### src/rtl/via_timer_pkg.sv
// via_timer_pkg
// Shared register offsets, MODE bit positions and the per-channel mode record
// for the via_timer_bank multi-channel interval timer.
package via_timer_pkg;

    // Register offsets on the 5-bit peripheral address bus.
    // Channel n counter/latch bytes sit at 2n (lo) and 2n+1 (hi).
    localparam logic [4:0] REG_IFR       = 5'h10;
    localparam logic [4:0] REG_IER       = 5'h11;
    localparam logic [4:0] REG_MODE_BASE = 5'h18;

    // Bit positions inside a MODE register.
    localparam int MODE_CONT  = 0;
    localparam int MODE_OUTEN = 1;

    // Field order matches the bit positions above (cont is bit 0).
    typedef struct packed {
        logic outen;
        logic cont;
    } mode_t;

endpackage

### src/rtl/via_timer_channel.sv
// via_timer_channel
// One down-counting interval timer with a write latch, an arm flag for
// one-shot interrupts, a MODE register and a square-wave output.
//
// Ports:
//   clock, reset   system clock, asynchronous active-high reset
//   tick           phi2 rising-edge enable; one count per tick
//   lo_we, hi_we   bus write strobes for the latch low / high byte
//   mode_we        bus write strobe for the MODE register
//   wdata          bus write data
//   count_o        current counter value
//   mode_o         current MODE bits {outen, cont}
//   flag_set_o     request to set this channel's IFR bit (combinational)
//   timer_out_o    square-wave output
module via_timer_channel
    import via_timer_pkg::*;
#(
    parameter int TIMER_WIDTH = 16
) (
    input  logic                   clock,
    input  logic                   reset,
    input  logic                   tick,
    input  logic                   lo_we,
    input  logic                   hi_we,
    input  logic                   mode_we,
    input  logic [7:0]             wdata,
    output logic [TIMER_WIDTH-1:0] count_o,
    output logic [1:0]             mode_o,
    output logic                   flag_set_o,
    output logic                   timer_out_o
);

    localparam int HI_W = TIMER_WIDTH - 8;

    logic [TIMER_WIDTH-1:0] count_q, count_d;
    logic [TIMER_WIDTH-1:0] latch_q, latch_d;
    logic                   armed_q, armed_d;
    logic                   tout_q,  tout_d;
    mode_t                  mode_q,  mode_d;

    always_comb begin
        count_d    = count_q;
        latch_d    = latch_q;
        armed_d    = armed_q;
        tout_d     = tout_q;
        mode_d     = mode_q;
        flag_set_o = 1'b0;

        if (lo_we) begin
            latch_d[7:0] = wdata;
        end
        // Unimplemented high-byte bits are simply dropped here.
        if (hi_we) begin
            latch_d[TIMER_WIDTH-1:8] = wdata[HI_W-1:0];
        end

        // A hi write beats a coincident tick: the load happens and that
        // tick is not counted.
        if (hi_we) begin
            count_d = latch_d;
            armed_d = 1'b1;
        end else if (tick) begin
            if (count_q == '0) begin
                if (mode_q.cont) begin
                    // Reload from the latch as it stood before this edge.
                    count_d    = latch_q;
                    flag_set_o = 1'b1;
                end else begin
                    // One-shot keeps counting through the wrap but only
                    // interrupts once per arming.
                    count_d    = '1;
                    flag_set_o = armed_q;
                    armed_d    = 1'b0;
                end
                if (mode_q.outen) begin
                    tout_d = ~tout_q;
                end
            end else begin
                count_d = count_q - TIMER_WIDTH'(1);
            end
        end

        // Mode changes land after this edge's count decision, so they
        // affect the next tick onwards.
        if (mode_we) begin
            mode_d.cont  = wdata[MODE_CONT];
            mode_d.outen = wdata[MODE_OUTEN];
        end
    end

    always_ff @(posedge clock or posedge reset) begin
        if (reset) begin
            count_q <= '0;
            latch_q <= '0;
            armed_q <= 1'b0;
            tout_q  <= 1'b0;
            mode_q  <= '0;
        end else begin
            count_q <= count_d;
            latch_q <= latch_d;
            armed_q <= armed_d;
            tout_q  <= tout_d;
            mode_q  <= mode_d;
        end
    end

    assign count_o     = count_q;
    assign mode_o      = mode_q;
    assign timer_out_o = tout_q;

endmodule

### src/rtl/via_timer_bank.sv
// via_timer_bank
// Bank of NUM_TIMERS 6522-style interval timers on an 8-bit peripheral bus,
// sharing one IFR/IER interrupt pair.
//
// Ports:
//   clock      system clock
//   reset      asynchronous active-high reset
//   rising     phi2 rising-edge enable; the count tick
//   falling    phi2 falling-edge enable; reserved, unused
//   addr       register address
//   wen, ren   single-cycle bus write / read strobes
//   data_in    bus write data
//   data_out   read data, combinational from addr
//   timer_out  per-channel square-wave outputs
//   irq        OR over channels of IFR & IER
module via_timer_bank
    import via_timer_pkg::*;
#(
    parameter int NUM_TIMERS  = 4,
    parameter int TIMER_WIDTH = 16
) (
    input  logic                  clock,
    input  logic                  reset,
    input  logic                  rising,
    input  logic                  falling,
    input  logic [4:0]            addr,
    input  logic                  wen,
    input  logic                  ren,
    input  logic [7:0]            data_in,
    output logic [7:0]            data_out,
    output logic [NUM_TIMERS-1:0] timer_out,
    output logic                  irq
);

    logic [NUM_TIMERS-1:0]  lo_we, hi_we, mode_we, rd_clr, flag_set;
    logic [NUM_TIMERS-1:0]  ifr_q, ifr_d;
    logic [NUM_TIMERS-1:0]  ier_q, ier_d;
    logic [TIMER_WIDTH-1:0] count [NUM_TIMERS];
    logic [1:0]             mode  [NUM_TIMERS];

    logic unused_falling;
    assign unused_falling = falling;

    for (genvar n = 0; n < NUM_TIMERS; n++) begin : g_ch
        assign lo_we[n]   = wen && (addr == 5'(2 * n));
        assign hi_we[n]   = wen && (addr == 5'(2 * n + 1));
        assign mode_we[n] = wen && (addr == REG_MODE_BASE + 5'(n));
        // A write in the same cycle suppresses the read side effect.
        assign rd_clr[n]  = ren && !wen && (addr == 5'(2 * n));

        via_timer_channel #(
            .TIMER_WIDTH(TIMER_WIDTH)
        ) u_ch (
            .clock      (clock),
            .reset      (reset),
            .tick       (rising),
            .lo_we      (lo_we[n]),
            .hi_we      (hi_we[n]),
            .mode_we    (mode_we[n]),
            .wdata      (data_in),
            .count_o    (count[n]),
            .mode_o     (mode[n]),
            .flag_set_o (flag_set[n]),
            .timer_out_o(timer_out[n])
        );
    end

    always_comb begin
        ifr_d = ifr_q;
        if (wen && addr == REG_IFR) begin
            ifr_d = ifr_d & ~data_in[NUM_TIMERS-1:0];
        end
        ifr_d = ifr_d & ~(hi_we | rd_clr);
        // Applied last so an underflow wins over any clear in the same cycle.
        ifr_d = ifr_d | flag_set;

        ier_d = ier_q;
        if (wen && addr == REG_IER) begin
            if (data_in[7]) begin
                ier_d = ier_q | data_in[NUM_TIMERS-1:0];
            end else begin
                ier_d = ier_q & ~data_in[NUM_TIMERS-1:0];
            end
        end
    end

    always_ff @(posedge clock or posedge reset) begin
        if (reset) begin
            ifr_q <= '0;
            ier_q <= '0;
        end else begin
            ifr_q <= ifr_d;
            ier_q <= ier_d;
        end
    end

    assign irq = |(ifr_q & ier_q);

    always_comb begin
        data_out = 8'h00;
        for (int n = 0; n < NUM_TIMERS; n++) begin
            if (addr == 5'(2 * n)) begin
                data_out = count[n][7:0];
            end
            if (addr == 5'(2 * n + 1)) begin
                data_out = 8'(count[n][TIMER_WIDTH-1:8]);
            end
            if (addr == REG_MODE_BASE + 5'(n)) begin
                data_out = {6'b0, mode[n]};
            end
        end
        if (addr == REG_IFR) begin
            data_out = {irq, 7'(ifr_q)};
        end
        if (addr == REG_IER) begin
            data_out = {1'b1, 7'(ier_q)};
        end
    end

endmodule
### config.mk
export PLATFORM = sky130hd
export DESIGN_NAME = via_timer_bank
export DESIGN_NICKNAME = d
export VERILOG_FILES = /design/src/rtl/via_timer_pkg.sv /design/src/rtl/via_timer_channel.sv /design/src/rtl/via_timer_bank.sv
export SDC_FILE = /design/constraint.sdc
export NUM_CORES = 1
export LEC_CHECK = 0
export BUFFER_PORTS_ARGS = -buffer_cell sky130_fd_sc_hd__buf_2
export CORE_MARGIN = 2
export CORE_UTILIZATION = 40
export DETAILED_ROUTE_END_ITERATION = 16
export PLACE_DENSITY = 0.53
export SLEW_MARGIN = 15
export SYNTH_ARGS = -nofsm -noshare
export SYNTH_HDL_FRONTEND = slang
export SYNTH_HIERARCHICAL = 1
export SYNTH_SLANG_ARGS = --single-unit
### constraint.sdc
create_clock -name clock -period 2.05 [get_ports clock]
set_clock_uncertainty 0.1 [all_clocks]
set_input_delay 0.3075 -clock clock [delete_from_list [all_inputs] [get_ports clock]]
set_output_delay 0.3075 -clock clock [all_outputs]
set_load 0.005 [all_outputs]
# Word level (Yosys, flattened, before mapping)
# Index checks and enable logic that the tools add are counted.
# totals
wordCells	178
out_inout_bits	13
input_bits	19
regBits	152
# classes
muxes	72
reduce_logical	42
bitwise_logic	17
n_addsub	4
eq_ne	17
# ops
op	n
2-to-1 mux 16 bit	16
2-to-1 mux 8 bit	22
zero test 16 bit	4
subtractor 16 x 1 -> 16 bit (second input constant)	4
2-to-1 mux 1 bit	32
== test 5 bit (second input constant)	6
== test 5 x 3 -> 1 bit (second input constant)	4
logical AND 1 bit	19
AND 4 bit	4
AND reduction 4 bit	4
nonzero test 2 bit	8
OR 4 bit	3
AND reduction 3 bit	4
== test 5 x 2 -> 1 bit (second input constant)	2
2-to-1 mux 4 bit	2
inequality test 2 x 1 -> 1 bit (second input constant)	4
NOT 1 bit	8
NOT 4 bit	2
== test 5 x 1 -> 1 bit (second input constant)	1
zero test 5 bit	1
OR reduction 4 bit	1
zero test 1 bit	1

# Longest topological paths before layout
# Gate-level depths: netlist (run 1).
# depth
word_depth	15
depth_mapped	11
ltp_nobuf	7

# By module
# The synthesis (run 1) kept the hierarchy.
# modules_own_cells
module	seq_area_each_um2	n_inst	cells_each	area_each_um2
via_timer_channel (g_ch[1].u_ch ...)	900.9	2	211	2054.5
via_timer_channel (g_ch[3].u_ch)	900.9	1	208	2105.8
via_timer_channel (g_ch[0].u_ch)	900.9	1	207	2092.0
via_timer_bank	200.2	1	214	1559.0

# Worst setup path after synthesis (run 1)
# Ideal clock, no wire load.
# synth_timing
path_kind	input to register
startpoint	in addr[2]
endpoint	reg g_ch[3].u_ch.count_q[9]
path_stages	10
slack_ps	-601
required_time_ps	1824
arrival_time_ps	2425
setup_time_ps	126
path_buffers	4
cell_sequence	buf_2 nor3b_1 buf_2 and3_1 buf_6 and2b_2 clkdlybuf4s50_2 o31ai_1 nor4_1 a221o_1
# synth_between
elab_chain_cells	4
elab_cells_between_ends	5
cone_classes	eq/ne: 1; mux: 2; reduce/logical: 2
# synth_rtl
element	line_no	text
from (decl)	via_timer_bank.sv:26	input logic [4:0] addr,
== test 5 x 3 -> 1 bit (*)	via_timer_bank.sv:46	assign hi_we[n] = wen && (addr == 5'(2 * n + 1));
logical AND 1 bit (*)	via_timer_bank.sv:46	
named net hi_we[3]	via_timer_bank.sv:35	logic [NUM_TIMERS-1:0] lo_we, hi_we, mode_we, rd_clr, flag_set;
2-to-1 mux 8 bit	via_timer_channel.sv:53	if (hi_we) begin
2-to-1 mux 16 bit	via_timer_channel.sv:59	if (hi_we) begin
to (signal assigned)	via_timer_channel.sv:99	count_q <= count_d;
to (decl)	via_timer_channel.sv:35	logic [TIMER_WIDTH-1:0] count_q, count_d;
# The timed path passes the listed nets; every way through them passes the cells marked *.
# A chain may end at the register's enable or synchronous reset.

# Worst setup path in the final report (run 1)
# layout_timing
startpoint	reg g_ch[1].u_ch.count_q[8]
endpoint	out data_out[0]
# layout_between
elab_chain_cells	10
# layout_rtl
element	line_no	text
from (decl)	via_timer_channel.sv:35	
from (signal assigned)	via_timer_channel.sv:99	
2-to-1 mux 8 bit	via_timer_bank.sv:105	if (addr == 5'(2 * n + 1)) begin
2-to-1 mux 8 bit	via_timer_bank.sv:108	if (addr == REG_MODE_BASE + 5'(n)) begin
2-to-1 mux 8 bit	via_timer_bank.sv:102	if (addr == 5'(2 * n)) begin
2-to-1 mux 8 bit	via_timer_bank.sv:105	
2-to-1 mux 8 bit	via_timer_bank.sv:108	
2-to-1 mux 8 bit	via_timer_bank.sv:102	
2-to-1 mux 8 bit	via_timer_bank.sv:105	
2-to-1 mux 8 bit	via_timer_bank.sv:108	
2-to-1 mux 8 bit	via_timer_bank.sv:112	if (addr == REG_IFR) begin
2-to-1 mux 8 bit	via_timer_bank.sv:115	if (addr == REG_IER) begin
to (decl)	via_timer_bank.sv:30	output logic [7:0] data_out,
# No other way between the ends.

==> results of run 1 <==
## power by group through the flow
stage               clock network (W)  registers (W)  logic [W]
floorplan                           0        0.00469    0.00372
global placement                    0        0.00451    0.00667
detailed placement                  0        0.00452    0.00670
CTS                           0.00356        0.00448    0.00724
global route                  0.00366        0.00465    0.00847
finish                        0.00349        0.00453    0.00787
## Yosys cell counts (all sizes together), types with 5 or more instances
cell | instances | area (um2)
a211oi | 8 | 75.1
a21o | 7 | 52.6
a21oi | 43 | 215
a221o | 12 | 120
a22o | 5 | 43.8
a22oi | 34 | 255
a31oi | 13 | 87.6
a32oi | 5 | 43.8
and2 | 6 | 38.8
and3 | 8 | 51.3
and4 | 5 | 45.0
buf | 24 | 179
clkbuf | 43 | 184
dfrtp | 152 | 3800
ha | 8 | 100
inv | 35 | 131
mux2 | 75 | 845
mux2i | 17 | 170
nand2 | 51 | 191
nand2b | 23 | 144
nand3 | 31 | 160
nand4 | 11 | 75.1
nor2 | 83 | 314
nor2b | 8 | 50.1
nor3 | 48 | 245
nor3b | 21 | 174
nor4 | 21 | 219
o211ai | 9 | 72.6
o21ai | 82 | 410
o221ai | 6 | 52.6
o22ai | 19 | 119
o311ai | 5 | 43.8
o31ai | 15 | 113
or2 | 10 | 62.6
or3b | 6 | 55.1
or4 | 14 | 116
xnor2 | 12 | 105
xor2 | 16 | 140
## stage by stage
stage | setup slack, ps | cell area, um2 | util [%]
3_5_place_dp | -317 | 12100 | 49.7
4_1_cts | -304 | 13200 | 54.6
3_3_place_gp | -326 | 12100 | 49.7
6_report | -282 | 13800 | 56.7
5_1_grt | -329 | 13800 | 56.7
2_1_floorplan | -173 | 10100 | -
## layout make-up
class | count | share of cell area [%]
Tap cell | 324 | 2.95
Multi-Input combinational cell | 796 | 45.2
Clock buffer | 20 | 3.18
Timing Repair Buffer | 319 | 18.6
Clock inverter | 12 | 1.44
Inverter | 35 | 0.955
Sequential cell | 152 | 27.7
## critical path, stage by stage (launching register included)
cell     delay, ps
dfrtp_1        390
buf_6          130
mux2_4         250
a32oi_2        220
a21oi_2         70
o31a_1         290
buf_2          150
## worst min path at each step
stage,start,cells after the start,slack (ps),endpoint
finish,data_in[0],3,280,g_ch[0].u_ch/mode_o[0]
global route,data_in[6],3,290,g_ch[1].u_ch/latch_q[6]
CTS,data_in[0],3,250,g_ch[0].u_ch/mode_o[0]
detailed placement,reset,2,270,ifr_q[0]
global placement,reset,2,250,ifr_q[0]
floorplan,reset,1,20,async pin
## sequential cells by signal, summed over array words and instances (netlist names), named ones only
name / count
g_ch.u_ch/count_o: 64
g_ch.u_ch/latch_q: 64
g_ch.u_ch/mode_o: 8
g_ch.u_ch/armed_q: 4
g_ch.u_ch/timer_out_o: 4
ifr_q: 4
## cell families after synthesis
kind of cell | count (synthesis) | synth area share, %
muxes | 94 | 10.7
and+or+nand+nor | 364 | 21.3
DFF | 152 | 38.6
AOI/OAI and AO/OA | 302 | 20.8
xor gates and xnor gates | 28 | 2.49
buffers and inverters | 103 | 5.12
adders and majority gates | 8 | 1.01
## repair_timing
item                       in CTS  in global routing
hold endpoints to repair      152                  0
pin swaps                      51                 47
resized for setup              87                 97
hold buffers                    1                  0
setup endpoints to repair      32                 65
buffers inserted               31                 16
## layer usage
| metal | vias up | global-route usage (%) | part of all wire, % |
|---|---|---|---|
| met5 | - | 0 | 0 |
| met3 | 55 | 3.88 | 4.8 |
| met4 | 0 | 8.93 | 2.6 |
| met1 | 4851 | 36.3 | 44 |
| li1 | 4519 | - | - |
| met2 | 261 | 45.6 | 48 |
==> run metrics, run 1 <==
status finished, violations left; failing checks negative setup slack; GRT overflow 0; Initial Utilization about two fifths; Psw 0.00597 W; setup_tns -3310 ps; Residual DRC 0; Clock power frac roughly 22%; register area share after synthesis 38.6%; R2R Path End g_ch[1].u_ch/count_o[1]; Detailed Route Iter0 Violations between 700 and 800; CP Max Fanout 2; worst-margin pin slew roughly 610 ps; Gate power share between 40% and 50%; Ant. Diodes 0; Sw Ratio between 30% and 40%; worst path arrival time between 1500 and 2000 ps; post-DR vias/cell between 5 and 6; GR Util All Layers about 27%; H-tree level count 4; worst IR drop on VDD about 0.67 mV; core area between 20,000 and 25,000 um2; # port buffers 30; clock-pin transition on the worst setup and hold timing paths 60 ps; die area approximately 26,000 um2; Hold Fails Final Rpt 0; pwr/cell area ~1200 nW/um2; most common cell after layout, fill and taps aside buf_4; area grow syn2layout 39.4%; Final Power between 0.015 and 0.02 W; register-to-register setup slack -200 ps; fin nets around 1,300; global-route wire length before repair between 50 and 60 mm; fin crit share 114%; Mapped Cells 1,051; mapped cell area 9870 um2; FILL cells ~2,200; FF-to-FF path depth 8; FFs w/ async S/R, synth between 90% and 100%; crit start category flop; cell-internal power ~0.01 W; count of flip-flops with a built-in enable after synthesis 0; reg2reg start g_ch[1].u_ch/count_o[8]; Die Span Y between 150 and 200 um; Fmax achieved 429 MHz; Slew HR 59.5%; max_cap viols 0; CTS Buffer Depth 2; drt wl/cell 21.2 um; Hold Path Class in2reg; vias in the first global route ~9,600; Final Max Tran Viols 0; TritonCTS Buffers 17; CP endpoint kind output port; Reg power frac between 20% and 30%; Vias between 9,000 and 10,000; combined flip-flop and latch cell area 3810 um2; Ports 32; clk_lat worst skew 430 ps; layout cell share with drive strength beyond 1 between 40% and 50%; largest net degree at the start of global routing 37; Antenna Violating Nets Remaining 0; Yosys reg bits between 150 and 200; crit path kind reg2out; Synth cell types between 90 and 100; top_reg_cell synth dfrtp_1; Inst Count DP ~1,600; Root Driver clkbuf_16; P_leak slightly below 6 nW; wirelength, routed 35.1 mm; fin worst setup slack -282 ps; GP Congestion about 0.90; final worst path period need around 2300 ps; CTS tree yes; endpoints failing setup 34; CP endpoint data_out[0]; most frequent cells in the layout buf_4 (249), dfrtp_1 (149), nor2_1 (71); area of the multi-input gates slightly above 6000 um2; initial antenna violation count 0; Synth warnings 6; drt first pass iters 5; Cell Rows between 50 and 60; Die W 161 um; RSZ-0062 raised after global routing true; critical path required time between 1500 and 2000 ps; hpwl dp about 25 mm; Worst setup startpoint g_ch[1].u_ch/count_o[8]; Synth Area per Inst 9.39 um2; syn nets 1,078; final cell count without fillers about 1,700; final hold slack around 280 ps; CTS sink cnt between 150 and 200
(Power assumes the default switching activity.)
==> inputs of run 2 (changes only) <==
--- a/config.mk
+++ b/config.mk
@@ -6,7 +6,6 @@
 export NUM_CORES = 1
 export LEC_CHECK = 0
 export BUFFER_PORTS_ARGS = -buffer_cell sky130_fd_sc_hd__buf_2
-export CORE_MARGIN = 2
 export CORE_UTILIZATION = 40
 export DETAILED_ROUTE_END_ITERATION = 16
 export PLACE_DENSITY = 0.53
==> run 2 against run 1 <==
The run still ends with negative setup slack left. Critical path depth down 1. Routed wire length decreased by 0.40%. Core utilization shrank 0.17 points. Total power down 1.4%. Register-to-register slack gained 20 ps.
==> run metrics, run 2 (synthesis results as in run 1) <==
status finished, violations left (unchanged); failing checks negative setup slack (unchanged); worst IR drop on VDD 0.514 mV (was 0.672 mV); Slew HR 58.1% (was 59.5%); core area 24,200 um2 (unchanged); die area 25,300 um2 (was 25,900 um2); setup_tns -3440 ps (was -3310 ps); clk_lat worst skew 430 ps (about the same); area grow syn2layout 39.0% (was 39.4%); Root Driver clkbuf_16 (unchanged); CTS tree yes (unchanged); GR Util All Layers 27.7% (was 27.2%); Initial Utilization 40.7% (unchanged); drt wl/cell 21.1 um (was 21.2 um); post-DR vias/cell 5.76 (was 5.84); layout cell share with drive strength beyond 1 42.7% (was 42.9%); final hold slack 265 ps (was 275 ps); Vias 9,557 (was 9,686); Die W 159 um (was 161 um); CP endpoint kind output port (unchanged); hpwl dp 24.8 mm (was 24.7 mm); fin crit share 114% (about the same); Die Span Y 159 um (was 161 um); Residual DRC 0 (unchanged); most frequent cells in the layout buf_4 (249), dfrtp_1 (149), nor2_1 (68) (was buf_4 (249), dfrtp_1 (149), nor2_1 (71)); wirelength, routed 35.0 mm (was 35.1 mm); global-route wire length before repair 54.4 mm (was 54.6 mm); crit start category flop (unchanged); # port buffers 30 (unchanged); endpoints failing setup 36 (was 34); max_cap viols 0 (unchanged); DP Worst Slack -357 ps (was -317 ps); initial antenna violation count 1 (was 0); GRT overflow 0 (unchanged); critical path required time 1640 ps (about the same); clock-pin transition on the worst setup and hold timing paths 60 ps (about the same); RSZ-0062 raised after global routing true (unchanged); worst-margin pin slew 626 ps (was 607 ps); Ports 32 (unchanged); drt first pass iters 6 (was 5); Hold Path Class in2reg (unchanged); Final Max Tran Viols 0 (unchanged); H-tree level count 4 (unchanged); final worst path period need 2340 ps (was 2330 ps); worst path arrival time 1930 ps (was 1920 ps); Fmax achieved 428 MHz (was 429 MHz); TritonCTS Buffers 17 (unchanged); fin worst setup slack -288 ps (was -282 ps); final cell count without fillers 1,659 (was 1,658); Antenna Violating Nets Remaining 0 (unchanged); CP Max Fanout 7 (was 2); GP Congestion 0.884 (was 0.901); Inst Count DP 1,588 (was 1,584); Final Power 0.0157 W (was 0.0159 W); pwr/cell area 1140 nW/um2 (was 1160 nW/um2); fin nets 1,350 (was 1,348); FILL cells 2,166 (was 2,209); CTS Buffer Depth 2 (unchanged); largest net degree at the start of global routing 37 (unchanged); vias in the first global route 9,569 (was 9,619); Detailed Route Iter0 Violations 871 (was 778); CTS sink cnt 152 (unchanged); Hold Fails Final Rpt 0 (unchanged); crit path kind reg2out (unchanged); P_leak 5.89 nW (was 5.90 nW); most common cell after layout, fill and taps aside buf_4 (unchanged); Cell Rows 57 (unchanged)
==> run 2: cell count changes in the layout (fill, tap and decap cells not counted), sizes merged <==
| cell | previous run | this run |
|---|---|---|
| clkbuf | 20 | 18 |
| clkinv | 4 | 3 |
| buf | 318 | 320 |
| clkinvlp | 2 | 5 |
| diode | 0 | 1 |
| bufinv | 5 | 3 |
==> run 2: where the power goes <==
group | switching (W) | total (W) | leakage [nW] | internal, W
clock network | 0.00135 | 0.00328 | 0.276 | 0.00193
registers | 0.000678 | 0.00454 | 1.93 | 0.00386
logic | 0.00398 | 0.00784 | 3.68 | 0.00385
==> run 2: worst max-delay path, stage by stage, from the launching register on <==
cell and delay [ps]:
dfrtp_1 480, mux2_4 320, a32oi_2 210, a21oi_2 70, o31a_1 290, buf_2 140
==> run 2: cell type report <==
cell class                 instances  area, um2  area share (%)
tap                              324        405            2.96
sequential                       152       3810            27.8
multi-input combinational        796       6230            45.4
clock inverter                    12        151            1.10
antenna                            1       2.50          0.0182
inverter                          35        131           0.958
clock buffer                      18        439            3.20
timing repair buffer             321       2550            18.6
==> run 2: stage by stage <==
| stage | cell area, um2 | util (%) |
|---|---|---|
| after CTS | 13200 | 54.5 |
| after global routing | 13700 | 56.5 |
| after global placement | 12100 | 49.8 |
| after floorplan | 10100 | - |
| after detailed placement | 12100 | 49.8 |
| final | 13700 | 56.5 |
==> run 2: layer usage <==
metal  wire length [um]  track usage (%)  up-vias
li1                   -                -     4538
met1              15600             36.7     4701
met2              16700             45.5      250
met3               1540             4.35       68
met4               1160             10.6        0
met5                  0                0        -
==> run 2: worst paths after layout <==
check	start	to	slack, ps	cells after the start
worst max-delay path	g_ch[0].u_ch/count_o[8]	data_out[0]	-290	5
worst min-delay path	data_in[0]	g_ch[0].u_ch/mode_o[0]	260	3
worst max register to register	g_ch[1].u_ch/count_o[9]	g_ch[1].u_ch/count_o[1]	-180	7
worst min register to register	g_ch[1].u_ch/timer_out_o	g_ch[1].u_ch/timer_out_o	370	1
max in group asynchronous	reset	g_ch[3].u_ch/count_o[15]	940	4
min in group asynchronous	reset	g_ch[0].u_ch/count_o[15]	370	3
==> run 2: what timing repair did <==
action,4_1_cts,5_1_grt
pin swaps,51,45
hold endpoints to repair,81,0
setup endpoints to repair,46,65
hold buffers,1,0
gates cloned,0,0
gates resized for setup,99,84
buffers inserted,23,21
